### config.mk
export PLATFORM = sky130hd
export DESIGN_NAME = pwm_light_controller
export DESIGN_NICKNAME = d
export VERILOG_FILES = /design/src/rtl/pwm_light_controller.sv
export SDC_FILE = /design/constraint.sdc
export NUM_CORES = 1
export LEC_CHECK = 0
export CORE_ASPECT_RATIO = 0.75
export CORE_UTILIZATION = 57
export CTS_CLUSTER_DIAMETER = 40
export DETAILED_ROUTE_END_ITERATION = 12
export PLACE_DENSITY_LB_ADDON = 0.08
export SYNTH_ARGS = -nofsm -noshare
export SYNTH_HDL_FRONTEND = slang
export SYNTH_SLANG_ARGS = --single-unit
### constraint.sdc
create_clock -name i_clk -period 4.2 [get_ports i_clk]
set_input_delay 0.63 -clock i_clk [delete_from_list [all_inputs] [get_ports i_clk]]
set_output_delay 0.63 -clock i_clk [all_outputs]
set_load 0.02 [all_outputs]
### src/rtl/pwm_light_controller.sv
// Light stand mode sequencer and PWM generator: button presses step OFF/LOW/MID/HIGH.
// Optional duty fading between modes is built when PWM_LIGHT_FADE_EN is defined.
module pwm_light_controller #(
    parameter int PRESCALE   = 50,
    parameter int PWM_PERIOD = 100,
    parameter int DUTY_LOW   = 25,
    parameter int DUTY_MID   = 50,
    parameter int DUTY_HIGH  = 100,
    parameter int FADE_STEP  = 1,
    localparam int DUTY_W    = $clog2(PWM_PERIOD + 1)
) (
    input  logic              i_clk,
    input  logic              i_reset,
    input  logic              i_btn,
    output logic              o_pwm,
    output logic [1:0]        o_mode,
    output logic [DUTY_W-1:0] o_duty,
    output logic              o_period_start,
    output logic              o_fading
);

    localparam int PRE_W = $clog2(PRESCALE);

    // A step of at least a full period lands on the target in a single boundary.
`ifdef PWM_LIGHT_FADE_EN
    localparam int STEP = FADE_STEP;
`else
    localparam int STEP = (FADE_STEP > PWM_PERIOD) ? FADE_STEP : PWM_PERIOD;
`endif

    typedef enum logic [1:0] {
        MODE_OFF  = 2'd0,
        MODE_LOW  = 2'd1,
        MODE_MID  = 2'd2,
        MODE_HIGH = 2'd3
    } mode_t;

    mode_t             mode_q;
    mode_t             mode_d;
    logic [PRE_W-1:0]  r_pre;
    logic [DUTY_W-1:0] r_cnt;
    logic [DUTY_W-1:0] duty_d;
    logic [DUTY_W-1:0] target_cur;
    logic              btn_q;
    logic              press;
    logic              tick;
    logic              boundary;

    function automatic logic [DUTY_W-1:0] target_of(input mode_t m);
        case (m)
            MODE_LOW:  return DUTY_W'(DUTY_LOW);
            MODE_MID:  return DUTY_W'(DUTY_MID);
            MODE_HIGH: return DUTY_W'(DUTY_HIGH);
            default:   return '0;
        endcase
    endfunction

    assign tick       = (r_pre == PRE_W'(PRESCALE - 1));
    assign boundary   = tick && (r_cnt == DUTY_W'(PWM_PERIOD - 1));
    assign press      = i_btn && !btn_q;
    assign target_cur = target_of(mode_q);
    assign o_mode     = mode_q;

    always_ff @(posedge i_clk) begin
        if (i_reset) begin
            r_pre          <= '0;
            r_cnt          <= '0;
            btn_q          <= 1'b0;
            o_period_start <= 1'b0;
            o_pwm          <= 1'b0;
            o_duty         <= '0;
            mode_q         <= MODE_OFF;
        end else begin
            r_pre          <= tick ? '0 : r_pre + 1'b1;
            if (tick) begin
                r_cnt <= (r_cnt == DUTY_W'(PWM_PERIOD - 1)) ? '0 : r_cnt + 1'b1;
            end
            btn_q          <= i_btn;
            o_period_start <= boundary;
            o_pwm          <= (r_cnt < o_duty);
            o_duty         <= duty_d;
            mode_q         <= mode_d;
        end
    end

    always_comb begin
        mode_d = mode_q;
        if (press) begin
            case (mode_q)
                MODE_OFF:  mode_d = MODE_LOW;
                MODE_LOW:  mode_d = MODE_MID;
                MODE_MID:  mode_d = MODE_HIGH;
                default:   mode_d = MODE_OFF;
            endcase
        end
    end

    // The boundary reads the pre-press mode, so a coincident press waits one period.
    always_comb begin
        duty_d = o_duty;
        if (boundary) begin
            if (int'(target_cur) > int'(o_duty) + STEP) begin
                duty_d = o_duty + DUTY_W'(STEP);
            end else if (int'(target_cur) + STEP < int'(o_duty)) begin
                duty_d = o_duty - DUTY_W'(STEP);
            end else begin
                duty_d = target_cur;
            end
        end
    end

`ifdef PWM_LIGHT_FADE_EN
    always_ff @(posedge i_clk) begin
        if (i_reset) begin
            o_fading <= 1'b0;
        end else begin
            o_fading <= (duty_d != target_of(mode_d));
        end
    end
`else
    assign o_fading = 1'b0;
`endif

endmodule

==> run metrics <==
clock sink count 25; Final Wtd Congestion 1.046; Distinct cells, synth 48; chip width 65.83 um; Area contributors post-synth dfxtp_1 29%, ha_1 20%, nor2_1 5.2%; CP startpoint o_mode[1]$_SDFFE_PP0P_; Global Route met1 Usage 0.3693; Total GRT Usage 0.2602; CTS tree yes; leakage 0.7532 nW; Die ar. 3283 um^2; cts bufs inserted 3; fill cell count 205; R2R setup slack 1.29 ns; Final period util 0.6935; Synthesis Warnings 0; antenna-violating nets left 0; Post-CTS Setup Inserts 0; TritonRoute pass-1 iters 4; met3 Use GR 0.07407; CP Capture Type register; CP Depth 10; min-delay worst type reg -> reg; Vias 1406; Setup Skew 0.009877 ns; num ports 15; crit path capture o_duty[4]$_SDFFE_PP0P_; Synth area leader dfxtp_1; Worst EP required 4.39 ns; diode count 0; Post-synth EDFFs 0; Rel. slew slack 0.4787; register area 500.5 um^2; Via density 5.762; grt ovf 0; Std-Cell Rows 16; fin area 1926 um^2; Port Buffer Count 13; Synth Cell Area 1742 um^2; Max Slew Vio Count 0; vias in the first global route 1343; Worst-path clk slew 0.09 ns; Critical Path Max Stage Delay 0.48 ns; WS Path Type reg -> reg; busiest grt layer met2; R2R depth 10; WP data arrival 3.10 ns; startpoint type of the worst setup path register; DP Wirelength 2713 um; starting density of the core 0.6350; Finish-stage setup viols 0; die height 49.87 um; Fin. Hold Viols 0; initial antenna violation count 0; Syn Nets 228; worst slew pin tran 0.7795 ns; status completed; cell family with most CP delay compound AO/OA/AOI/OAI gates; Hold Worst Slack 0.4935 ns; pwr dens 230.0 nW/um^2; root buffer cell clkbuf_8; Post-DP Area 1881 um^2; crit path time final 2.913 ns; mean post-synth cell area 8.841 um^2; Mapped Cells 197; asr flop ratio synth 0; drt wl/cell 14.97 um; worst-case clock buffer depth 2; Residual DRC 0; Placeable Area 2743 um^2; post-cts resize count 0; Worst path slowest cell dfxtp_1; Top FF cell, synth dfxtp_1; layout cells sized above 1 0.04808; multi-input logic area 1156 um^2; r2r endpoint o_duty[4]$_SDFFE_PP0P_; met2 usage 0.3724; sequential element share of the synthesized area 0.2874; Post-layout nets 240; CP max FO 10; Layout Area Growth over Synthesis 10.56%; #FFs+latches synth 25; highest-count cells in the layout ignoring fill and taps 28 x ha_1, 25 x dfxtp_1, 24 x nor2_1; Max Cap Viol 0; peak supply drop 0.0001769 V; Final Routed Wirelength 3652 um; crit-path cells ha_1 > nor2_1 > nor2_1 > ha_1 > a21o_1 > a21oi_1 > a31oi_4 > nor3_2 > a21oi_1 > a211oi_1; f_max 343.3 MHz; final setup TNS 0 ns; CTS Hold Bufs 0; RSZ-0062 raised after global routing false; Worst Path Buf+Inv 0; most common cell after layout, fill and taps aside ha_1; launch point of the worst reg-to-reg path o_mode[1]$_SDFFE_PP0P_; Clock Latency Late Sink 0.27 ns; H-tree levels 1; fin util 0.7021; initial DRC count 107; Synth top area share 0.2874; largest net degree at the start of global routing 21; first-pass GRT wire length 6423 um
==> layout make-up <==
cell class | count | area share
clock buffer | 4 | 0.02339
inverter | 13 | 0.02534
multi-input combinational | 153 | 0.6004
sequential | 25 | 0.2599
tap | 36 | 0.02339
timing repair buffer | 13 | 0.06758
==> layer usage <==
metal / wire length (um) / up-vias
met4: 86 / 0
met3: 192 / 14
met5: 0 / -
met2: 1479 / 36
met1: 1895 / 640
li1: - / 716
==> synthesized netlist by cell type (all sizes together), types with 3 or more instances <==
cell / number
nor2: 24
a21o: 3
dfxtp: 25
xor2: 6
mux2i: 4
xnor2: 9
a21oi: 12
nand2b: 3
ha: 28
nor3: 10
nand2: 8
o21ai: 6
nor2b: 3
nand3: 6
inv: 13
buf: 4
==> power breakdown <==
part           switching (mW)  internal, mW
logic                  0.0288        0.0222
clock network          0.0774        0.0680
registers             0.00518         0.241
total                   0.111         0.331
==> worst min path at each step <==
| stage | startpoint | end | slack [ns] | cells past startpoint |
|---|---|---|---|---|
| after CTS | r_pre[0]$_SDFF_PP0_ | r_pre[0]$_SDFF_PP0_ | 0.50 | 1 |
| after floorplan | r_pre[0]$_SDFF_PP0_ | r_pre[0]$_SDFF_PP0_ | 0.43 | 1 |
| after global routing | r_pre[0]$_SDFF_PP0_ | r_pre[0]$_SDFF_PP0_ | 0.53 | 1 |
| after detailed placement | r_pre[0]$_SDFF_PP0_ | r_pre[0]$_SDFF_PP0_ | 0.48 | 1 |
| final | r_pre[0]$_SDFF_PP0_ | r_pre[0]$_SDFF_PP0_ | 0.49 | 1 |
| after global placement | r_pre[0]$_SDFF_PP0_ | r_pre[0]$_SDFF_PP0_ | 0.45 | 1 |
==> through the flow <==
stage               std cells  total power [mW]  setup slack [ns]
finish                    244            0.4429             1.287
global route              244            0.4641             1.078
floorplan                 197            0.2878             1.531
detailed placement        240            0.3023             1.369
global placement          240            0.3004             1.429
CTS                       244            0.4473             1.354
==> worst reg2reg max path, cell delays in order, from the launching register on <==
cell and delay (ns):
dfxtp_1 0.48, ha_1 0.37, nor2_1 0.08, nor2_1 0.21, ha_1 0.32, a21o_1 0.17, a21oi_1 0.24, a31oi_4 0.21
nor3_2 0.40, a21oi_1 0.12, a211oi_1 0.23
==> sequential cells by signal, summed over array words and instances (netlist names) <==
name and cells:
btn_q 1, o_pwm 1, r_pre 6, r_cnt 7, o_duty 7, o_period_start 1
o_mode 2
==> cell families after synthesis <==
family                   count (synthesis)  synth area share
flip-flops                              25            0.2874
multiplexers                             5           0.02945
other                                    1          0.002153
XOR/XNOR                                15           0.07543
adder cells (fa/ha/maj)                 28            0.2012
buffers and inverters                   19           0.04886
AO/OA/AOI/OAI                           36            0.1473
AND/OR/NAND/NOR                         68            0.2083
Note: power is estimated with default switching activity, not from simulation.
